<file path="src/rtl/product_accumulator_if.sv">
`default_nettype none
// ============================================================================
//  Module      : product_accumulator_if
//  Description : Stream bundle between the multiplier, the product
//                accumulator and the result consumer.
//                  p_data/p_valid/p_ready : product input stream
//                  sum/sum_valid/sum_ready: result output stream
//                slave  = accumulator side, master = producer/consumer side.
//  Revision    : 1.0  initial release
// ============================================================================
interface product_accumulator_if #(
    parameter int DATA_W = 8,
    parameter int ACC_W  = 12
);
    logic [DATA_W-1:0] p_data;
    logic              p_valid;
    logic              p_ready;
    logic [ACC_W-1:0]  sum;
    logic              sum_valid;
    logic              sum_ready;

    modport slave (
        input  p_data, p_valid, sum_ready,
        output p_ready, sum, sum_valid
    );

    modport master (
        output p_data, p_valid, sum_ready,
        input  p_ready, sum, sum_valid
    );
endinterface
`default_nettype wire

</file>
<file path="src/rtl/product_accumulator.sv">
`default_nettype none
// ============================================================================
//  Module      : product_accumulator
//  Description : Sums a programmed number of 8-bit products arriving on a
//                valid/ready stream and presents the total on a valid/ready
//                result port. First registered stage after the combinational
//                4x4 multiplier.
//  Ports       : clk, rst (async, active high)
//                start  - 1-cycle pulse, arms a run (only in IDLE)
//                len    - run length sampled with start, 0 = 2**CNT_W beats
//                busy   - high while accumulating or holding a result
//                ovf    - sticky per run, accumulator carried out
//                bus    - product_accumulator_if.slave (product in, sum out)
//  Options     : `define ACC_SAT_EN clamps the accumulator at 2**ACC_W-1 on
//                carry-out; otherwise the sum wraps modulo 2**ACC_W.
//  Revision    : 1.0  initial release
// ============================================================================
module product_accumulator #(
    parameter int DATA_W = 8,
    parameter int CNT_W  = 4,
    parameter int ACC_W  = 12
) (
    input  wire logic             clk,
    input  wire logic             rst,
    input  wire logic             start,
    input  wire logic [CNT_W-1:0] len,
    output logic                  busy,
    output logic                  ovf,
    product_accumulator_if.slave  bus
);

    typedef enum logic [1:0] {
        S_IDLE = 2'd0,
        S_ACC  = 2'd1,
        S_DONE = 2'd2
    } state_t;

    localparam logic [ACC_W-1:0] c_acc_max = {ACC_W{1'b1}};

    state_t             r_state;
    state_t             w_state_nxt;
    logic [ACC_W-1:0]   r_acc;
    logic [CNT_W-1:0]   r_cnt;
    logic [CNT_W-1:0]   r_last;
    logic [ACC_W-1:0]   r_sum;
    logic               r_ovf;
    logic               r_p_ready;
    logic               r_sum_valid;

    logic               w_beat;
    logic               w_last_beat;
    logic [ACC_W:0]     w_add;
    logic               w_carry;
    logic [ACC_W-1:0]   w_acc_nxt;

    assign w_beat      = bus.p_valid & r_p_ready;
    assign w_last_beat = w_beat & (r_cnt == r_last);

    // One extra bit captures the carry-out of the accumulate.
    assign w_add   = {1'b0, r_acc} + (ACC_W+1)'(bus.p_data);
    assign w_carry = w_add[ACC_W];

`ifdef ACC_SAT_EN
    // Once clamped, every further non-zero product carries again, so the
    // accumulator stays pinned at the maximum for the rest of the run.
    assign w_acc_nxt = w_carry ? c_acc_max : w_add[ACC_W-1:0];
`else
    assign w_acc_nxt = w_add[ACC_W-1:0];
`endif

    // ------------------------------------------------------------------
    // State register
    // ------------------------------------------------------------------
    always_ff @(posedge clk or posedge rst) begin
        if (rst) begin
            r_state <= S_IDLE;
        end else begin
            r_state <= w_state_nxt;
        end
    end

    // ------------------------------------------------------------------
    // Next-state and combinational outputs
    // ------------------------------------------------------------------
    always_comb begin
        w_state_nxt = r_state;
        busy        = 1'b0;
        case (r_state)
            S_IDLE: begin
                if (start) begin
                    w_state_nxt = S_ACC;
                end
            end
            S_ACC: begin
                busy = 1'b1;
                if (w_last_beat) begin
                    w_state_nxt = S_DONE;
                end
            end
            S_DONE: begin
                busy = 1'b1;
                if (bus.sum_ready) begin
                    w_state_nxt = S_IDLE;
                end
            end
            default: begin
                w_state_nxt = S_IDLE;
            end
        endcase
    end

    // ------------------------------------------------------------------
    // Datapath and registered handshake outputs
    // ------------------------------------------------------------------
    always_ff @(posedge clk or posedge rst) begin
        if (rst) begin
            r_acc       <= '0;
            r_cnt       <= '0;
            r_last      <= '0;
            r_sum       <= '0;
            r_ovf       <= 1'b0;
            r_p_ready   <= 1'b0;
            r_sum_valid <= 1'b0;
        end else begin
            case (r_state)
                S_IDLE: begin
                    if (start) begin
                        r_acc     <= '0;
                        r_cnt     <= '0;
                        r_ovf     <= 1'b0;
                        r_p_ready <= 1'b1;
                        // len-1 wraps to all ones for len==0, which is the
                        // index of the last beat of a 2**CNT_W-beat run.
                        r_last    <= len - 1'b1;
                    end
                end
                S_ACC: begin
                    if (w_beat) begin
                        r_acc <= w_acc_nxt;
                        r_cnt <= r_cnt + 1'b1;
                        r_ovf <= r_ovf | w_carry;
                    end
                    if (w_last_beat) begin
                        r_sum       <= w_acc_nxt;
                        r_p_ready   <= 1'b0;
                        r_sum_valid <= 1'b1;
                    end
                end
                S_DONE: begin
                    if (bus.sum_ready) begin
                        r_sum_valid <= 1'b0;
                    end
                end
                default: begin
                    r_p_ready   <= 1'b0;
                    r_sum_valid <= 1'b0;
                end
            endcase
        end
    end

    assign bus.p_ready   = r_p_ready;
    assign bus.sum       = r_sum;
    assign bus.sum_valid = r_sum_valid;
    assign ovf           = r_ovf;

endmodule
`default_nettype wire
</file>
<file path="src/flat_wrapper.sv">
// flat-port wrapper written by rule: the top's interface ports become plain ports
module product_accumulator_flat 
#(
    parameter int DATA_W = 8,
    parameter int CNT_W  = 4,
    parameter int ACC_W  = 12
)
  (clk, rst, start, len, busy, ovf, bus_p_data, bus_p_valid, bus_sum_ready, bus_p_ready, bus_sum, bus_sum_valid);
  product_accumulator_if #(.DATA_W(DATA_W), .ACC_W(ACC_W)) bus_i ();
  input  wire logic clk;
  input  wire logic rst;
  input  wire logic start;
  input  wire logic [CNT_W-1:0] len;
  output logic busy;
  output logic ovf;
  input wire logic [$bits(bus_i.p_data)-1:0] bus_p_data;
  input wire logic [$bits(bus_i.p_valid)-1:0] bus_p_valid;
  input wire logic [$bits(bus_i.sum_ready)-1:0] bus_sum_ready;
  output wire logic [$bits(bus_i.p_ready)-1:0] bus_p_ready;
  output wire logic [$bits(bus_i.sum)-1:0] bus_sum;
  output wire logic [$bits(bus_i.sum_valid)-1:0] bus_sum_valid;
  assign bus_i.p_data = bus_p_data;
  assign bus_i.p_valid = bus_p_valid;
  assign bus_i.sum_ready = bus_sum_ready;
  assign bus_p_ready = bus_i.p_ready;
  assign bus_sum = bus_i.sum;
  assign bus_sum_valid = bus_i.sum_valid;
  product_accumulator #(.DATA_W(DATA_W), .CNT_W(CNT_W), .ACC_W(ACC_W)) u_core (.clk(clk), .rst(rst), .start(start), .len(len), .busy(busy), .ovf(ovf), .bus(bus_i));
endmodule
</file>
<file path="config.mk">
export PLATFORM = sky130hd
export DESIGN_NAME = product_accumulator_flat
export DESIGN_NICKNAME = d
export VERILOG_FILES = /design/src/rtl/product_accumulator_if.sv /design/src/rtl/product_accumulator.sv /design/src/flat_wrapper.sv
export SDC_FILE = /design/constraint.sdc
export NUM_CORES = 1
export LEC_CHECK = 0
export BUFFER_PORTS_ARGS = -buffer_cell sky130_fd_sc_hd__buf_4
export CAP_MARGIN = 0
export CORE_AREA = 5 5 76 84
export CTS_BUF_LIST = sky130_fd_sc_hd__clkbuf_4 sky130_fd_sc_hd__clkbuf_8 sky130_fd_sc_hd__clkbuf_16
export CTS_CLUSTER_SIZE = 8
export DETAILED_ROUTE_END_ITERATION = 8
export DIE_AREA = 0 0 81 89
export MAX_ROUTING_LAYER = met4
export PLACE_DENSITY = 0.68
export SLEW_MARGIN = 20
export SYNTH_ARGS = -nofsm -noshare
export SYNTH_HDL_FRONTEND = slang
export SYNTH_SLANG_ARGS = --single-unit
</file>
<file path="constraint.sdc">
create_clock -name clk -period 3.4 [get_ports clk]
set_clock_uncertainty 0.2 [all_clocks]
set_input_delay 0.34 -clock clk [delete_from_list [all_inputs] [get_ports clk]]
set_output_delay 0.34 -clock clk [all_outputs]
set_load 0.005 [all_outputs]
</file>
# After elaboration in Yosys (flattened, before gate mapping)
# Cells that the tools add are included.
[classes] muxes=20 n_eq_ne=7 bitwise_logic=5 n_reduce_logical=9 addsub=3
[op_table] op="2-to-1 mux 12 bit" count=2
[op_table] op="one-hot mux 12 bit (2 select lines)" count=1
[op_table] op="adder 12 x 8 -> 13 bit" count=1
[op_table] op="AND reduction 3 bit" count=4
[op_table] op="2-to-1 mux 4 bit" count=2
[op_table] op="one-hot mux 4 bit (2 select lines)" count=1
[op_table] op="2-to-1 mux 1 bit" count=7
[op_table] op="2-to-1 mux 2 bit" count=3
[op_table] op="one-hot mux 1 bit (3 select lines)" count=2
[op_table] op="one-hot mux 2 bit (3 select lines)" count=1
[op_table] op="adder 4 x 1 -> 4 bit (second input constant)" count=1
[op_table] op="== test 4 bit" count=1
[op_table] op="!= test 2 x 1 -> 1 bit (second input constant)" count=2
[op_table] op="!= test 2 bit (second input constant)" count=2
[op_table] op="AND reduction 2 bit" count=2
[op_table] op="subtractor 4 x 1 -> 4 bit (second input constant)" count=1
[op_table] op="AND 1 bit" count=2
[op_table] op="== test 2 x 1 -> 1 bit (second input constant)" count=1
[op_table] op="== test 2 bit (second input constant)" count=1
[op_table] op="zero test 2 bit" count=1
[op_table] op="NOT 1 bit" count=2
[op_table] op="one-hot mux 1 bit (2 select lines)" count=1
[op_table] op="nonzero test 2 bit" count=1
[op_table] op="OR reduction 2 bit" count=1
[op_table] op="OR 1 bit" count=1
[word_totals] ff_bits=37 word_cells=52 out_inout_bits=16 in_bits=17

# Depth between registers and ports, before layout
[depth] word_depth=4 mapped_depth=8 mapped_depth_nobuf=7

# Worst setup path before layout
# No wires, ideal clock.
[synth_path] path_kind="flip-flop to flip-flop" from="register u_core.r_acc[0]" to="register u_core.r_ovf (netlist: u_core.ovf)" setup_ns=0.121 stages_incl_launch_ff=8 t_arrival_ns=1.871 t_required_ns=3.079 setup_slack_ns=1.208 period_less_slack_ns=2.192 n_path_buf=0 cell_sequence="dfrtp_1 -> ha_1 -> fa_1 -> a211oi_1 -> o21ai_1 -> a21boi_1 -> nor3_1 -> o22a_1"
[synth_between] elab_chain_len=4
[synth_rtl] item="from (decl)" line="product_accumulator.sv:42" rtl="logic [ACC_W-1:0] r_acc;"
[synth_rtl] item="from (signal assigned)" line="product_accumulator.sv:139" rtl="r_acc <= w_acc_nxt;"
[synth_rtl] item="adder 12 x 8 -> 13 bit" line="product_accumulator.sv:60" rtl="assign w_add = {1'b0, r_acc} + (ACC_W+1)'(bus.p_data);"
[synth_rtl] item="OR 1 bit" line="product_accumulator.sv:141" rtl="r_ovf <= r_ovf | w_carry;"
[synth_rtl] item="2-to-1 mux 1 bit" line="product_accumulator.sv:138" rtl="if (w_beat) begin"
[synth_rtl] item="one-hot mux 1 bit (2 select lines)" line="product_accumulator.sv:125" rtl="case (r_state)"
[synth_rtl] item="to (signal assigned)" line="product_accumulator.sv:141"
[synth_rtl] item="to (decl)" line="product_accumulator.sv:46" rtl="logic r_ovf;"
# Every way passes these cells. The select of a mux whose other input is x is not followed.
# A chain may end at the register's enable or synchronous reset.

# Worst setup path in the final report
[layout_path] from="register u_core.r_state[0]" to="register u_core.r_acc[7]"
[layout_between] elab_chain_len=3 word_cells_on_any_way=7 cone_classes="eq/ne (3); mux (1); reduce/logical (3)"
[layout_rtl] item="from (decl)" line="product_accumulator.sv:40" rtl="state_t r_state;"
[layout_rtl] item="from (signal assigned)" line="product_accumulator.sv:78" rtl="r_state <= w_state_nxt;"
[layout_rtl] item="== test 2 x 1 -> 1 bit / zero test 2 bit (equally long branches)" line="product_accumulator.sv:125"
[layout_rtl] item="!= test 2 x 1 -> 1 bit (no line), or another cell as far along"
[layout_rtl] item="AND reduction 3 bit (no line)"
# Several ways; a longest one is shown, not always the timed one.

==> results.txt <==
* Status: finished, final reports clean
- Most common cell after layout, fill and taps aside: sky130_fd_sc_hd__nand2_1
- In the global route stage, met3 resource usage came out at 0.0343.
- STA classifies the critical path endpoint as a register.
* All-layer global routing usage: 0.146
- Synthesis produced a netlist whose cell count is roughly 230.
- OpenSTA, run right after detailed placement, puts the worst setup slack at 0.923 ns.
* Fraction of synthesized area in multiplexers: 0.00477
- Antenna violations before repair: 0
* GPL Wtd Cong: 0.841
- TritonCTS built the clock tree.
* Combinational cell fraction of total power: 0.416
- Top achievable clock speed: 405 MHz
- Gates resized during post-CTS repair numbered 0.
* Layout area overhead: 19.2%
- Path type of the worst min-delay path: in2reg
- Sw Share: 0.385
* Number of max-cap violations: 0
- Relative slew slack: 0.400
- Setup violations remaining at the end of the flow were counted as 0.
* GRT Max-Usage Layer: met2
- Number of failing hold endpoints at the final stage: 0
- Total die area: about 0.0072 mm^2
* Post-route worst setup slack: 0.934 ns
- Final nets: 297
- Avg Cell Area, Syn: slightly above 9 um^2
* Non-Filler Instances: approximately 340
* Flip-flop and latch area: 926 um^2
- Of the total synthesized cell area, the portion taken by AND, OR, NAND and NOR gates is 0.189.
* Total number of H-tree levels: 2
* Gr ovfl total: 0
* Global-route wire length before repair: around 7.9 mm
- Netlist area before placement: 0.00210 mm^2
* Internal power: approximately 1 mW
* Starting Density: 0.389
- In this run the worst path has a maximum fanout of 24.
- Vias: about 1700
- Met1 track demand over resource in global routing: 0.182
- After clock tree synthesis, the clock-pin slew on the worst setup and hold paths is approximately 0.070 ns.
- In this run the power spent charging and discharging nets is approximately 0.62 mW.
- Min cycle time layout: approximately 2.5 ns
- Number of distinct library cell variants in the gate-level netlist after synthesis: 39
- The Yosys step of the flow raised 0 warnings.
- The top cell types in the final layout, fill and taps aside, are 40 x sky130_fd_sc_hd__nand2_1, 37 x sky130_fd_sc_hd__dfrtp_1, 34 x sky130_fd_sc_hd__buf_4.
* Share of total power in the clock network: 0.192
- Unrepaired setup endpoints after global routing: no
- Setup CP Type: reg2reg
- Complex-gate fraction of the synthesized area: 0.177
- Detailed router's first-iteration violation count: roughly 110
- Portion of total power attributed to sequential cells: 0.393
- Final Routed Wirelength: between 4 and 5 mm
- For the worst setup path, the data arrival time is around 2.5 ns.
- Dividing the final minimum period by the clock period gives 0.725.
- The count of nets left with antenna violations once routing finished came out at 0.
- The number of slew-limit violations in the final report was 0.
- The placed instances occupy a cell area of approximately 0.0024 mm^2.
* Die width: around 80 um
* Met2 routing resource usage after global routing: 0.232
- The later pin in the worst-skew pair is clocked with a latency of 0.30 ns.
- Number of nets produced by synthesis: approximately 260
- Summed over all cells, the static leakage comes to about 1.2 nW.
- The via count of the first global-routing pass is about 1700.
* Max Buffers Root-to-Sink: 2
- The synthesized design contains 0 enable-type register cells.
- Arithmetic-cell share of the synthesized area counting full adders, half adders and majority gates: 0.0871
- After detailed placement, the design holds a cell count of approximately 330.
- The initialized floorplan defines 28 standard-cell rows.
- Of the synthesized area, sequential elements account for 0.442.
- Area used by multi-input combinational logic: 0.00108 mm^2
- DP HPWL: between 3 and 4 mm
* Worst path required time: between 3 and 4 ns
- Drt first pass iters: 4
- In this run the power density over the cells is 646 mW/mm^2.
- The number of clock buffers added by TritonCTS is 5.
- Clock sink count: 37
- The cell sitting at the root of the clock tree is a sky130_fd_sc_hd__clkbuf_8.
- After routing the design area is ~0.0025 mm^2.
- For this run, design rule violations remaining after detail routing come to 0.
- Yosys reg bits: 37
* Core footprint: roughly 0.0054 mm^2
- Antenna cells: 0
- Pin count of the biggest net entering global routing: 38
* WL/cell: between 10 and 15 um
- Kind of start point of the critical path: register
- Measured along the y axis, the die boundary spans just under 90 um.
- Worst-margin pin slew: about 0.90 ns
- The most used flip-flop cell after synthesis is sky130_fd_sc_hd__dfrtp_1.
- Fraction of layout instances using a drive strength above 1: 0.165
- After routing, the total negative slack on setup checks comes to 0 ns.
- Input/output buffers: 32
- The worst-case IR drop observed on VDD is 0.000345 V.
* Routed vias/inst: roughly 5
- For this run, asynchronously set or reset flops after synthesis account for 1.00.
- By area, the combinational part of the netlist is dominated by simple AND/OR/NAND/NOR gates.
- Of the total synthesized cell area, the portion taken by XOR and XNOR cells is 0.0585.
- Ports: 33
- The filler cells instantiated in the layout total about 570.
==> repair_timing <==
item                      CTS  global route
hold endpoints to repair   37             0
setup buffers               0             0
hold buffers                1             0
==> cell families after synthesis <==
group                      count (synthesis)
xor gates and xnor gates                  14
muxes                                      1
and+or+nand+nor                           87
buffers and inverters                     19
AOI/OAI and AO/OA                         59
adders and majority gates                 14
DFF                                       37
==> layer usage <==
metal,part of all wire,wire length [um]
met1,0.45,2030
met3,0.064,288
met2,0.47,2130
met4,0.016,74
met5,0,0
==> Yosys cell counts (3+ instances only) <==
library cell | instances | area (um^2)
sky130_fd_sc_hd__ha_1 | 13 | 163
sky130_fd_sc_hd__a21oi_1 | 12 | 60.1
sky130_fd_sc_hd__xor2_1 | 3 | 26.3
sky130_fd_sc_hd__o21ai_0 | 19 | 95.1
sky130_fd_sc_hd__xnor2_1 | 11 | 96.3
sky130_fd_sc_hd__o211ai_1 | 7 | 52.6
sky130_fd_sc_hd__clkbuf_1 | 3 | 11.3
sky130_fd_sc_hd__o2111ai_1 | 5 | 43.8
sky130_fd_sc_hd__inv_1 | 12 | 45.0
sky130_fd_sc_hd__nand2_1 | 40 | 150
sky130_fd_sc_hd__nand4_1 | 3 | 18.8
sky130_fd_sc_hd__nand2b_1 | 3 | 18.8
sky130_fd_sc_hd__nor2_1 | 12 | 45.0
sky130_fd_sc_hd__nand3_1 | 14 | 70.1
sky130_fd_sc_hd__nor2b_1 | 3 | 18.8
sky130_fd_sc_hd__nor3_1 | 4 | 20.0
sky130_fd_sc_hd__and3_1 | 3 | 18.8
sky130_fd_sc_hd__dfrtp_1 | 37 | 926
==> power groups by stage <==
stage	registers (mW)	logic [mW]	clock network [mW]
floorplan	0.633	0.453	0
global placement	0.639	0.667	0
detailed placement	0.644	0.679	0
CTS	0.635	0.682	0.322
global route	0.652	0.773	0.338
finish	0.634	0.671	0.310
==> critical path, cell delays in order, from the launching register on <==
cell	delay (ns)
sky130_fd_sc_hd__dfrtp_1	0.40
sky130_fd_sc_hd__ha_1	0.31
sky130_fd_sc_hd__and3_1	0.21
sky130_fd_sc_hd__o21ai_2	0.72
sky130_fd_sc_hd__nor3_1	0.08
sky130_fd_sc_hd__and3_1	0.22
sky130_fd_sc_hd__a211o_1	0.22
==> final timing paths <==
path,from,to,slack (ns),depth (start not counted)
min in group asynchronous,rst,u_core.r_cnt[2],0.50,4
worst min-delay path,len[0],u_core.r_last[0],0.05,2
max in group asynchronous,rst,u_core.r_acc[1],2.15,4
worst max-delay path,u_core.r_state[0],u_core.r_acc[7],0.93,6
worst max register to register,u_core.r_state[0],u_core.r_acc[7],0.93,6
worst min register to register,u_core.bus.sum[0],u_core.bus.sum[0],0.27,2
==> final cells by class <==
| cell class | count | share of cell area |
|---|---|---|
| Multi-Input combinational cell | 175 | 0.433 |
| Clock buffer | 6 | 0.0305 |
| Inverter | 12 | 0.0180 |
| Tap cell | 75 | 0.0376 |
| Sequential cell | 37 | 0.371 |
| Timing Repair Buffer | 35 | 0.106 |
| Clock inverter | 2 | 0.00401 |
==> sequential cells by signal, summed over array words and instances (netlist names) <==
signal / cells
u_core.r_acc: 12
u_core.bus.sum_valid: 1
u_core.bus.sum: 12
u_core.r_last: 4
u_core.r_state: 2
u_core.bus.p_ready: 1
u_core.r_cnt: 4
u_core.ovf: 1
==> through the flow <==
step	utilization	power (mW)	hold WS, ns
after floorplan	-	1.09	0.252
after global placement	0.445	1.31	0.251
after detailed placement	0.445	1.32	0.256
after CTS	0.463	1.64	0.0498
after global routing	0.463	1.76	0.0697
final	0.463	1.61	0.0536
No activity file was read; power rests on OpenSTA's default activity.
